File: config.mk
export PLATFORM = sky130hd
export DESIGN_NAME = rlgl_game_ctrl
export DESIGN_NICKNAME = d
export VERILOG_FILES = /design/src/rtl/rlgl_game_ctrl.sv
export SDC_FILE = /design/constraint.sdc
export NUM_CORES = 1
export LEC_CHECK = 0
export ABC_AREA = 1
export CAP_MARGIN = 20
export CORE_MARGIN = 2
export CORE_UTILIZATION = 45
export DETAILED_ROUTE_END_ITERATION = 12
export GPL_TIMING_DRIVEN = 0
export PLACE_DENSITY = 0.69
export SLEW_MARGIN = 20
export SYNTH_ARGS = -nofsm -noshare
export SYNTH_HDL_FRONTEND = slang
export SYNTH_SLANG_ARGS = --single-unit
export TNS_END_PERCENT = 20
File: constraint.sdc
create_clock -name clk -period 2.25 [get_ports clk]
set_input_delay 0.225 -clock clk [delete_from_list [all_inputs] [get_ports clk]]
set_output_delay 0.225 -clock clk [all_outputs]
set_load 0.02 [all_outputs]
File: src/rtl/rlgl_game_ctrl.sv
// rlgl_game_ctrl
//   Frame-synchronous Red-Light-Green-Light game sequencer. Decodes PS/2 make
//   and break codes, steps through COUNTDOWN / GREEN / RED phases on frame
//   ticks, advances the player sprite and decides the CAUGHT and WIN outcomes.
//   pixel_gen only draws what this block reports.
//
// Ports
//   clk          in   1   system clock, posedge
//   rst          in   1   asynchronous reset, active-high
//   frame_tick   in   1   one-cycle pulse per video frame
//   key_valid    in   1   one-cycle pulse, key_code carries a new PS/2 byte
//   key_code     in   8   PS/2 scan-code byte
//   state        out  3   0 IDLE, 1 COUNTDOWN, 2 GREEN, 3 RED, 4 CAUGHT, 5 WIN
//   light_green  out  1   high while in GREEN
//   player_x     out  10  player sprite x position
//   frames_left  out  8   frames remaining in the current timed phase
//   game_over    out  1   high while in CAUGHT
//   win          out  1   high while in WIN
module rlgl_game_ctrl #(
    parameter int         COUNT_FRAMES = 120,
    parameter int         GREEN_FRAMES = 180,
    parameter int         RED_FRAMES   = 120,
    parameter int         GRACE_FRAMES = 15,
    parameter logic [9:0] START_X      = 10'd16,
    parameter logic [9:0] FINISH_X     = 10'd600,
    parameter logic [9:0] STEP         = 10'd4,
    parameter logic [7:0] KEY_START    = 8'h29,
    parameter logic [7:0] KEY_MOVE     = 8'h1D
) (
    input  logic       clk,
    input  logic       rst,
    input  logic       frame_tick,
    input  logic       key_valid,
    input  logic [7:0] key_code,
    output logic [2:0] state,
    output logic       light_green,
    output logic [9:0] player_x,
    output logic [7:0] frames_left,
    output logic       game_over,
    output logic       win
);

    typedef enum logic [2:0] {
        S_IDLE      = 3'd0,
        S_COUNTDOWN = 3'd1,
        S_GREEN     = 3'd2,
        S_RED       = 3'd3,
        S_CAUGHT    = 3'd4,
        S_WIN       = 3'd5
    } state_t;

    localparam logic [7:0] L_BREAK      = 8'hF0;
    localparam logic [7:0] L_COUNT_LAST = 8'(COUNT_FRAMES - 1);
    localparam logic [7:0] L_GREEN_LAST = 8'(GREEN_FRAMES - 1);
    localparam logic [7:0] L_RED_LAST   = 8'(RED_FRAMES - 1);
    localparam logic [7:0] L_GRACE      = 8'(GRACE_FRAMES);

    state_t      r_state;
    logic [7:0]  r_frames;
    logic [9:0]  r_x;
    logic        r_break;
    logic        r_pend;
    logic        r_light_green;
    logic        r_game_over;
    logic        r_win;

    state_t      w_state_nx;
    logic [7:0]  w_frames_nx;
    logic [9:0]  w_x_nx;
    logic        w_break_nx;
    logic        w_pend_nx;

    state_t      w_tmr_state;
    logic [7:0]  w_tmr_frames;

    logic        w_make;
    logic        w_make_start;
    logic        w_make_move;
    logic        w_taken;
    logic        w_in_grace;
    logic [10:0] w_sum;
    logic [9:0]  w_step_x;

    // A byte is a make code only when it is not F0 and does not follow an F0.
    assign w_make       = key_valid && !r_break && (key_code != L_BREAK);
    assign w_make_start = w_make && (key_code == KEY_START);
    assign w_make_move  = w_make && (key_code == KEY_MOVE);
    assign w_taken      = r_pend || w_make_move;

    // In RED, frames_left counts down from L_RED_LAST, so the difference is
    // the number of RED frames already elapsed.
    assign w_in_grace   = (L_RED_LAST - r_frames) < L_GRACE;

    // 11-bit sum so that a step near the top of the range cannot wrap.
    assign w_sum        = {1'b0, r_x} + {1'b0, STEP};
    assign w_step_x     = (w_sum > {1'b0, FINISH_X}) ? FINISH_X : w_sum[9:0];

    // Result of a plain timer tick in the current timed phase.
    always_comb begin
        w_tmr_state  = r_state;
        w_tmr_frames = r_frames;
        if (r_frames != 8'd0) begin
            w_tmr_frames = r_frames - 8'd1;
        end else begin
            case (r_state)
                S_COUNTDOWN: begin w_tmr_state = S_GREEN; w_tmr_frames = L_GREEN_LAST; end
                S_GREEN:     begin w_tmr_state = S_RED;   w_tmr_frames = L_RED_LAST;   end
                S_RED:       begin w_tmr_state = S_GREEN; w_tmr_frames = L_GREEN_LAST; end
                default:     begin w_tmr_state = r_state; w_tmr_frames = r_frames;     end
            endcase
        end
    end

    always_comb begin
        w_state_nx  = r_state;
        w_frames_nx = r_frames;
        w_x_nx      = r_x;
        w_pend_nx   = r_pend;
        w_break_nx  = r_break;

        if (key_valid) begin
            w_break_nx = (key_code == L_BREAK);
        end

        case (r_state)
            S_IDLE, S_CAUGHT, S_WIN: begin
                if (w_make_start) begin
                    w_state_nx  = S_COUNTDOWN;
                    w_frames_nx = L_COUNT_LAST;
                    w_x_nx      = START_X;
                    w_pend_nx   = 1'b0;
                end
            end
            S_COUNTDOWN: begin
                if (frame_tick) begin
                    w_state_nx  = w_tmr_state;
                    w_frames_nx = w_tmr_frames;
                end
            end
            S_GREEN, S_RED: begin
                if (frame_tick) begin
                    w_pend_nx = 1'b0;
                    if (w_taken && (r_state == S_GREEN || w_in_grace)) begin
                        w_x_nx = w_step_x;
                        // Reaching the finish line beats the phase timer.
                        if (w_step_x == FINISH_X) begin
                            w_state_nx  = S_WIN;
                            w_frames_nx = 8'd0;
                        end else begin
                            w_state_nx  = w_tmr_state;
                            w_frames_nx = w_tmr_frames;
                        end
                    end else if (w_taken) begin
                        // Moving on red after the grace window beats the timer.
                        w_state_nx  = S_CAUGHT;
                        w_frames_nx = 8'd0;
                    end else begin
                        w_state_nx  = w_tmr_state;
                        w_frames_nx = w_tmr_frames;
                    end
                end else if (w_make_move) begin
                    w_pend_nx = 1'b1;
                end
            end
            default: begin
                w_state_nx = S_IDLE;
            end
        endcase
    end

    always_ff @(posedge clk or posedge rst) begin
        if (rst) begin
            r_state       <= S_IDLE;
            r_frames      <= 8'd0;
            r_x           <= START_X;
            r_break       <= 1'b0;
            r_pend        <= 1'b0;
            r_light_green <= 1'b0;
            r_game_over   <= 1'b0;
            r_win         <= 1'b0;
        end else begin
            r_state       <= w_state_nx;
            r_frames      <= w_frames_nx;
            r_x           <= w_x_nx;
            r_break       <= w_break_nx;
            r_pend        <= w_pend_nx;
            r_light_green <= (w_state_nx == S_GREEN);
            r_game_over   <= (w_state_nx == S_CAUGHT);
            r_win         <= (w_state_nx == S_WIN);
        end
    end

    assign state       = r_state;
    assign light_green = r_light_green;
    assign player_x    = r_x;
    assign frames_left = r_frames;
    assign game_over   = r_game_over;
    assign win         = r_win;

endmodule

==> impl_metrics.tcl, run 1 <==
set metrics [dict create \
    run_status "finished, final reports clean" \
    clock_path_buffers 2 \
    fp.dieW_um 68.8 \
    end_kind "register" \
    vdd_drop_max_uv 1010 \
    cts-root-buf "clkbuf_8" \
    worstPathRequired_ps 2430 \
    timing.final.crit_share 0.885 \
    coreArea_um2 4030 \
    postLayoutCellArea_um2 2360 \
    drt_wl_total_mm 4.16 \
    ctsHtreeMaxLevel 1 \
    worst-endpoint-arrival_ps 2170 \
    gp_congestion 0.914 \
    post_dp_hpwl_mm 3.21 \
    setup_repair_after_global_routing_missed_its_margin "no" \
    synth_top_cell_by_area "dfrtp_1" \
    grt_pass1_wl_mm 7.21 \
    path_max_fanout 6 \
    timing.critical_path.depth 13 \
    cts.clk_slew.worst_paths_ps 100 \
    grt_start_max_net_pins 27 \
    worst_path_largest_cell_delay_ps 450 \
    fin_worst_hold_slack_ps 308 \
    fmaxAchievable_mhz 502 \
    synth-warning-count 0 \
    detailroute.via_count 1764 \
    maxSlewHeadroom 0.627 \
    regToRegEndpoint "frames_left[0]$_DFFE_PP0P_" \
    detailed_router_s_first_iteration_violation_count 123 \
    syn-instance-count 272 \
    initial_util 0.469 \
    io_pins 36 \
    crit_slowest_cell "dfrtp_1" \
    synth_async_sr_flop_share 1.00 \
    p_int_mw 1.56 \
    synth.cell_area_um2 1890 \
    worst_min_delay_path_category "in -> async" \
    worst-r2r-cell-count 13 \
    netSwitchingPower_mw 1.62 \
    leakage_nw 1.19 \
    grt_antenna_before_repair 0 \
    powerDensity_nw_per_um2 1350 \
    area_growth_pct 24.9 \
    routed.top_layer "met4" \
    routed-wl-met2_mm 1.97 \
    synth.top_cells.by_area "dfrtp_1 (33%), nand2_1 (14%), inv_1 (7.7%)" \
    drive_gt1_frac 0.116 \
    power.share.combinational 0.644 \
    crit_type "reg -> reg" \
    met3_length_um 125 \
    worst-path-buf-inv 1 \
    proportion_of_synthesized_chip_area_in_sequential_cells 0.345 \
    std_cell_rows 23 \
    power_frac_seq 0.255 \
    syn_nets 290 \
    power.clock.fraction 0.101 \
    timing.reg2reg.setup_slack_ps 260 \
    rr_startpoint "player_x[2]$_DFFE_PP0P_" \
    total_power_mw 3.18 \
    worst_setup_path_start_kind "register" \
    crit_chain "ha_1 -> nand2_1 -> inv_1 -> nor2_2 -> nand2_1 -> nor2_1 -> nand4_1 -> nand3_2 -> nand3_2 -> nand2_1 -> nand2_2 -> nand3_1 -> nand2_1" \
    final_max_slew_viol_count 0 \
    post-cts-setup-buffers 0 \
    design.die.area_um2 4740 \
    syn_avg_cell_area_um2 6.95 \
    setup_tns_ps 0 \
    globalRoute.totalOverflow 0 \
    fp.dieH_um 68.8 \
    final_routed_wire_length_divided_by_cell_count_um 11.5 \
    drt.antenna.violating_nets 0 \
    numPortBuffers 35 \
    drt_drc_violations_left 0 \
    max_slew.worst_pin.slew_ps 559 \
    fin_skew_ps 3.16 \
    synth-seq-cells 26 \
    drv.max_cap_violation_count 0 \
    synthDominantCellAreaShare 0.331 \
    clock-sinks 26 \
    clk-insertion-delay-late_ps 280 \
    cp_top_family "simple AND/OR/NAND/NOR gates" \
    finish.net_count 330 \
    number_of_global_route_vias_before_repair 1605 \
    antenna-diode-count 0 \
    wl_met1_mm 2.02 \
    timing.final.hold_violations 0 \
    placement.cell_area_um2 2300 \
    synthMostInstantiatedCell "nand2_1" \
    detail_route.first_pass.iterations 4 \
    cts_hold_buf 0 \
    synth_cell_types 35 \
    ys.flop_type "dfrtp_1" \
    post_synth_most_frequent_cells "nand2_1 (73), inv_1 (39), dfrtp_1 (25), nor2_1 (22), nand3_1 (21)" \
    global_routing_usage_summed_across_all_routing_layers 0.199 \
    tritoncts "done" \
    post-route-min-period_ps 1990 \
    via_per_inst 4.89 \
    cts-buffers-inserted 3 \
    swShare 0.510 \
    count_of_flip_flops_with_a_built_in_enable_after_synthesis 0 \
    cp_common_cell "nand2_1" \
    setup-violations-final 0 \
]
==> power by group through the flow <==
stage	registers (mW)	clock network [mW]	logic [mW]
final	0.811	0.321	2.04
after global routing	0.837	0.343	2.33
after CTS	0.814	0.327	2.05
after detailed placement	0.822	0	2.04
after global placement	0.820	0	2.02
after floorplan	0.957	0	1.31
==> layout by cell type (no fill, tap or decap), types with 2 or more instances in the layout <==
cell              n
nand2_2           7
o21ai_1           8
nor4_1            2
nand3_1          21
inv_1            38
o21ai_2           4
o21ai_0           3
nand4_1           6
o21a_1            2
nor3_1            3
inv_2             6
ha_1              6
clkdlybuf4s50_1  35
a21boi_1          2
nor2_1           21
clkbuf_8          4
o211ai_1          2
nand2_1          73
a21oi_1          13
xnor2_1           2
dfrtp_1          25
nor2_2            7
xor2_1            4
nand2_4           2
clkinv_1          2
nand3_2           2
==> state kept, by name, summed over array words and instances (netlist names) <==
register     flops
game_over        1
player_x        10
win              1
light_green      1
r_break          1
frames_left      8
state            3
r_pend           1
==> kinds of logic (layout without fill, tap and decap cells) <==
| group | Yosys count | after routing | synth area share |
|---|---|---|---|
| AOI/OAI and AO/OA | 38 | 38 | 0.120 |
| xor gates and xnor gates | 6 | 6 | 0.0278 |
| adders and majority gates | 6 | 6 | 0.0397 |
| buffers and inverters | 47 | 86 | 0.0960 |
| DFF | 26 | 26 | 0.345 |
| and+or+nand+nor | 149 | 149 | 0.371 |
==> worst reg2reg max path: stages (launching register included) <==
cell and delay [ps]:
dfrtp_1 450, ha_1 240, nand2_1 90, inv_1 110
nor2_2 140, nand2_1 60, nor2_1 130, nand4_1 120
nand3_2 100, nand3_2 90, nand2_1 100, nand2_2 110
nand3_1 100, nand2_1 60
==> per-stage QoR <==
| stage | instances | util | setup slack, ps |
|---|---|---|---|
| floorplan | 272 | - | 411 |
| global placement | 357 | 0.572 | 115 |
| detailed placement | 357 | 0.572 | 112 |
| CTS | 361 | 0.585 | 200 |
| global route | 361 | 0.586 | 15.9 |
| finish | 361 | 0.586 | 258 |
==> layer usage <==
metal	global-route usage	vias up
met3	0.0422	4
met2	0.329	23
met4	0.0368	0
met1	0.270	792
met5	0	-
li1	-	945
==> timing repair <==
action,in CTS,in global routing
hold endpoints to repair,0,0
endpoints found under the setup margin,0,6
resized for setup,0,1
==> worst max-delay path by stage <==
| stage | end | from |
|---|---|---|
| 3_5_place_dp | frames_left[7]$_DFFE_PP0P_ | key_code[5] |
| 3_3_place_gp | frames_left[7]$_DFFE_PP0P_ | key_code[5] |
| 2_1_floorplan | frames_left[0]$_DFFE_PP0P_ | player_x[2]$_DFFE_PP0P_ |
| 6_report | frames_left[0]$_DFFE_PP0P_ | player_x[2]$_DFFE_PP0P_ |
| 5_1_grt | frames_left[4]$_DFFE_PP0P_ | player_x[2]$_DFFE_PP0P_ |
| 4_1_cts | frames_left[2]$_DFFE_PP0P_ | player_x[2]$_DFFE_PP0P_ |
==> final cells by class <==
| class | count | area (um2) |
|---|---|---|
| inverters | 47 | 181 |
| repair buffers | 35 | 350 |
| well taps | 50 | 62.6 |
| multi-input cells | 199 | 1060 |
| flip-flops and latches | 26 | 652 |
| clock buffers | 4 | 55.1 |
| fillers | 404 | 1670 |
Power figures use the tool's default switching activity.
==> inputs of run 2 (changes only) <==
CELL_PAD_IN_SITES_DETAIL_PLACEMENT = 0   (was default)
CELL_PAD_IN_SITES_GLOBAL_PLACEMENT = 2   (was default)
CORE_UTILIZATION = 28   (was 45)
PLACE_DENSITY = 0.76   (was 0.69)
RECOVER_POWER = 50   (was default)
==> run 2 against run 1 <==
Die area increased by 57%. Design area up 1.4%. Non-clock buffer count did not move. Routed wire length grew 15%. Total power increased by 0.52%. Clock power barely moved.
==> impl_metrics.tcl, run 2 (same netlist as run 1, synthesis figures left out) <==
set metrics [dict create \
    power_frac_seq 0.255 \
    design.die.area_um2 7430 \
    worst_path_largest_cell_delay_ps 450 \
    final_common_cell "nand2_1" \
    fp.dieW_um 86.2 \
    number_of_global_route_vias_before_repair 1755 \
    global_routing_usage_summed_across_all_routing_layers 0.135 \
    fin_cells 388 \
    cp_common_cell "nand2_1" \
    setup-violations-final 0 \
    initial_util 0.294 \
    final.setup.worst_slack_ps 251 \
    run_status "finished, final reports clean" \
    drive_gt1_frac 0.113 \
    fin_skew_ps 5.16 \
    setup_tns_ps 0 \
    fp.dieH_um 86.2 \
    worst-endpoint-arrival_ps 2170 \
    post-cts-setup-buffers 0 \
    final_max_slew_viol_count 0 \
    start_point_of_the_critical_path "player_x[2]$_DFFE_PP0P_" \
    gp_congestion 0.776 \
    total_power_mw 3.19 \
    worst-r2r-cell-count 13 \
    area_growth_pct 26.7 \
    clock-sinks 26 \
    final_cell_mix "nand2_1 (73), inv_1 (39), dfrtp_1 (25)" \
    regToRegEndpoint "frames_left[5]$_DFFE_PP0P_" \
    via_per_inst 4.66 \
    swShare 0.517 \
    crit_slowest_cell "dfrtp_1" \
    min_path_cells 1 \
    leakage_nw 1.22 \
    finish.net_count 330 \
    drt_wl_total_mm 4.76 \
    io_pins 36 \
    powerDensity_nw_per_um2 1330 \
    worst_setup_path_start_kind "register" \
    detailed_router_s_first_iteration_violation_count 43 \
    vdd_drop_max_uv 486 \
    largest_reg_flops 10 \
    preCtsSetupSlack_ps 20.2 \
    tritoncts "done" \
    cts.clk_slew.worst_paths_ps 100 \
    holdCritStartpoint "r_break$_DFFE_PP0P_" \
    grt_start_max_net_pins 27 \
    path_max_fanout 6 \
    timing.final.hold_violations 0 \
    end_kind "register" \
    grt_antenna_before_repair 0 \
    holdPathEnd "r_break$_DFFE_PP0P_" \
    crit_chain "ha_1 -> nand2_1 -> inv_1 -> nor2_2 -> nand2_1 -> nor2_1 -> nand4_1 -> nand3_2 -> nand3_2 -> nand2_1 -> nand2_2 -> nand3_1 -> nand2_1" \
    p_int_mw 1.54 \
    drt_drc_violations_left 0 \
    cts-root-buf "clkbuf_8" \
    grt_pass1_wl_mm 8.12 \
    clock_path_buffers 2 \
    max_slew.worst_pin.slew_ps 1060 \
    final_routed_wire_length_divided_by_cell_count_um 12.3 \
    power.clock.fraction 0.101 \
    crit_type "reg -> reg" \
    fmaxAchievable_mhz 500 \
    numPortBuffers 35 \
    cts-buffers-inserted 3 \
    drt.antenna.violating_nets 0 \
    globalRoute.totalOverflow 0 \
    clk-insertion-delay-late_ps 270 \
    timing.final.crit_share 0.888 \
    power.share.combinational 0.645 \
    post_dp_hpwl_mm 3.67 \
    placed_cells_incl_taps 384 \
    worst_min_delay_path_category "reg -> reg" \
    setup_repair_after_global_routing_missed_its_margin "no" \
    netSwitchingPower_mw 1.65 \
    worst-path-buf-inv 1 \
    coreArea_um2 6420 \
    detailroute.via_count 1807 \
    timing.reg2reg.setup_slack_ps 250 \
    timing.critical_path.depth 13 \
    post-route-min-period_ps 2000 \
    detail_route.first_pass.iterations 4 \
    drv.max_cap_violation_count 0 \
    worstPathRequired_ps 2420 \
    std_cell_rows 29 \
    rr_startpoint "player_x[2]$_DFFE_PP0P_" \
    maxSlewHeadroom 0.291 \
    ctsHtreeMaxLevel 1 \
    cp_top_family "simple AND/OR/NAND/NOR gates" \
    antenna-diode-count 0 \
]
==> run 2: what timing repair did <==
action                     4_1_cts  5_1_grt
setup endpoints to repair        0        7
hold buffers                     0        0
resized for setup                0        1
==> run 2: how the worst max path moves through the flow <==
stage,to
after global placement,frames_left[5]$_DFFE_PP0P_
after global routing,frames_left[5]$_DFFE_PP0P_
final,frames_left[5]$_DFFE_PP0P_
after CTS,frames_left[5]$_DFFE_PP0P_
after detailed placement,frames_left[5]$_DFFE_PP0P_
after floorplan,frames_left[0]$_DFFE_PP0P_
==> run 2: area by class of cell <==
class | count | area [um2]
Fill cell | 715 | 4030
Clock buffer | 4 | 55.1
Multi-Input combinational cell | 199 | 1060
Tap cell | 77 | 96.3
Inverter | 47 | 181
Sequential cell | 26 | 652
Timing Repair Buffer | 35 | 350
==> run 2: power groups by stage <==
stage	Clock (mW)	Sequential (mW)	Combinational [mW]
final	0.321	0.814	2.06
after global routing	0.359	0.843	2.32
after detailed placement	0	0.831	2.09
after floorplan	0	0.957	1.31
after CTS	0.334	0.821	2.10
after global placement	0	0.832	2.10
==> run 2: layer usage <==
layer | GRT usage | vias up | wire length [um] | part of all wire
met5 | 0 | - | 0 | 0
met4 | 0.0298 | 0 | 40 | 0.0084
met3 | 0.0171 | 4 | 83 | 0.017
met2 | 0.221 | 22 | 2180 | 0.46
met1 | 0.190 | 838 | 2460 | 0.52
li1 | - | 943 | - | -
==> run 2: metrics by stage <==
| step | util | area [um2] | hold WS [ps] |
|---|---|---|---|
| 6_report | 0.373 | 2390 | 526 |
| 5_1_grt | 0.373 | 2390 | 566 |
| 4_1_cts | 0.372 | 2390 | 362 |
| 3_5_place_dp | 0.364 | 2340 | 503 |
| 3_3_place_gp | 0.364 | 2340 | 496 |
| 2_1_floorplan | - | 1890 | 264 |
==> inputs of run 3 (changes only) <==
clock period = 2.1 ns   (was 2.25 ns; I/O delays follow)
==> run 3 against run 2 <==
Clock power rose by 6.2%. Register-to-register slack got worse by 60 ps. Total power rose by 9.2%. Routed wire length fell by 0.23%. Clock skew fell by 0.98 ps. Sequential power rose by 7.4%. Via count rose by 0.28%. Largest cell class unchanged.
==> impl_metrics.tcl, run 3 (same netlist as run 1, synthesis figures left out) <==
set metrics [dict create \
    worst-r2r-cell-count 13 \
    drt_drc_violations_left 0 \
    post-route-min-period_ps 1910 \
    fp.dieW_um 86.2 \
    met2_usage 0.221 \
    grt_pass1_wl_mm 8.12 \
    numPortBuffers 35 \
    timing.reg2reg.setup_slack_ps 190 \
    holdPathEnd "r_break$_DFFE_PP0P_" \
    tritoncts "done" \
    crit_chain "inv_1 -> ha_1 -> nand4_1 -> nor2_2 -> nand2_1 -> o21ai_2 -> nand2_2 -> clkinv_1 -> nand3_2 -> nand2_2 -> nand2_4 -> nand3_1 -> nand2_1" \
    post_dp_hpwl_mm 3.67 \
    start_point_of_the_critical_path "frames_left[4]$_DFFE_PP0P_" \
    drt.antenna.violating_nets 0 \
    fin_cells 389 \
    clock-sinks 26 \
    detail_route.first_pass.iterations 4 \
    fin_worst_hold_slack_ps 526 \
    cts-root-buf "clkbuf_8" \
    detailed_router_s_first_iteration_violation_count 45 \
    crit_slowest_cell "dfrtp_1" \
    ctsHtreeMaxLevel 1 \
    drive_gt1_frac 0.144 \
    placement.cell_area_um2 2340 \
    final_core_util 0.378 \
    postLayoutCellArea_um2 2430 \
    fillCellCount 713 \
    preCtsSetupSlack_ps -115 \
    grt.met1_usage 0.190 \
    final_common_cell "nand2_1" \
    clk-insertion-delay-late_ps 270 \
    setup-violations-final 0 \
    worst_path_largest_cell_delay_ps 440 \
    final.setup.worst_slack_ps 191 \
    cts_hold_buf 0 \
    power.share.combinational 0.652 \
    end_kind "register" \
    final_max_slew_viol_count 0 \
    placed_cells_incl_taps 384 \
    fp.dieH_um 86.2 \
    power_frac_seq 0.251 \
    largest_reg_flops 10 \
    rr_startpoint "frames_left[4]$_DFFE_PP0P_" \
    drv.max_cap_violation_count 0 \
    globalRoute.totalOverflow 0 \
    min_path_cells 1 \
    worst-endpoint-arrival_ps 2080 \
    fin_skew_ps 4.19 \
    initial_util 0.294 \
    regToRegEndpoint "frames_left[0]$_DFFE_PP0P_" \
    grt_start_max_net_pins 27 \
    clock_path_buffers 2 \
    leakage_nw 1.23 \
    coreArea_um2 6420 \
    global_routing_usage_summed_across_all_routing_layers 0.135 \
    timing.final.crit_share 0.909 \
    std_cell_rows 29 \
    io_pins 36 \
    run_status "finished, final reports clean" \
    netSwitchingPower_mw 1.80 \
    worstPathRequired_ps 2270 \
    cts-buffers-inserted 3 \
    swShare 0.516 \
    powerDensity_nw_per_um2 1440 \
    maxSlewHeadroom 0.292 \
    worst_min_delay_path_category "reg -> reg" \
    antenna-diode-count 0 \
    met3_track_utilization_from_global_routing 0.0171 \
    setup_repair_after_global_routing_missed_its_margin "no" \
    cts.clk_slew.worst_paths_ps 100 \
    holdCritStartpoint "r_break$_DFFE_PP0P_" \
    worst-path-buf-inv 2 \
    max_slew.worst_pin.slew_ps 1060 \
    p_int_mw 1.69 \
    via_per_inst 4.66 \
    number_of_global_route_vias_before_repair 1755 \
    fmaxAchievable_mhz 524 \
    path_max_fanout 6 \
    final_cell_mix "nand2_1 (72), inv_1 (36), clkdlybuf4s50_1 (24)" \
    gp_congestion 0.776 \
    grt_antenna_before_repair 0 \
    vdd_drop_max_uv 536 \
    detailroute.via_count 1812 \
    grt.busiest_layer "met2" \
    area_growth_pct 28.5 \
    worst_setup_path_start_kind "register" \
    crit_type "reg -> reg" \
    final_routed_wire_length_divided_by_cell_count_um 12.2 \
    drt_wl_total_mm 4.75 \
    cp_top_family "simple AND/OR/NAND/NOR gates" \
    timing.final.hold_violations 0 \
    design.die.area_um2 7430 \
    finish.net_count 331 \
    power.clock.fraction 0.098 \
]
## run 3: timing repair
action | in CTS | in global routing
setup endpoints to repair | 0 | 19
setup buffers | 0 | 1
resized for setup | 0 | 12
## run 3: final cells by class
class | instances | area [um2] | share of cell area
multi-input cells | 199 | 1080 | 0.446
flip-flops and latches | 26 | 654 | 0.269
repair buffers | 36 | 358 | 0.147
inverters | 47 | 181 | 0.0747
well taps | 77 | 96.3 | 0.0397
clock buffers | 4 | 55.1 | 0.0227
## run 3: power by group through the flow
stage / logic, mW / registers, mW / clock network, mW
after global placement: 2.25 / 0.891 / 0
after global routing: 2.56 / 0.904 / 0.384
after CTS: 2.25 / 0.880 / 0.358
final: 2.27 / 0.874 / 0.341
after floorplan: 1.41 / 1.03 / 0
after detailed placement: 2.24 / 0.890 / 0
## run 3: how the worst max path moves through the flow
stage                                  to  slack, ps  cells past startpoint
3_5_place_dp   frames_left[5]$_DFFE_PP0P_       -110                     12
5_1_grt        frames_left[2]$_DFFE_PP0P_          2                     15
6_report       frames_left[0]$_DFFE_PP0P_        190                     13
3_3_place_gp   frames_left[5]$_DFFE_PP0P_       -130                     12
2_1_floorplan  frames_left[0]$_DFFE_PP0P_        260                     15
4_1_cts        frames_left[5]$_DFFE_PP0P_         10                     15
## run 3: through the flow
stage	setup TNS, ps	power (mW)
CTS	0	3.48
floorplan	0	2.43
global route	0	3.85
global placement	-816	3.14
finish	0	3.49
detailed placement	-744	3.13
## run 3: metal layers
metal	share of wire	routed length, um
met5	0	0
met4	0.0084	40
met3	0.014	67
met2	0.47	2210
met1	0.51	2430
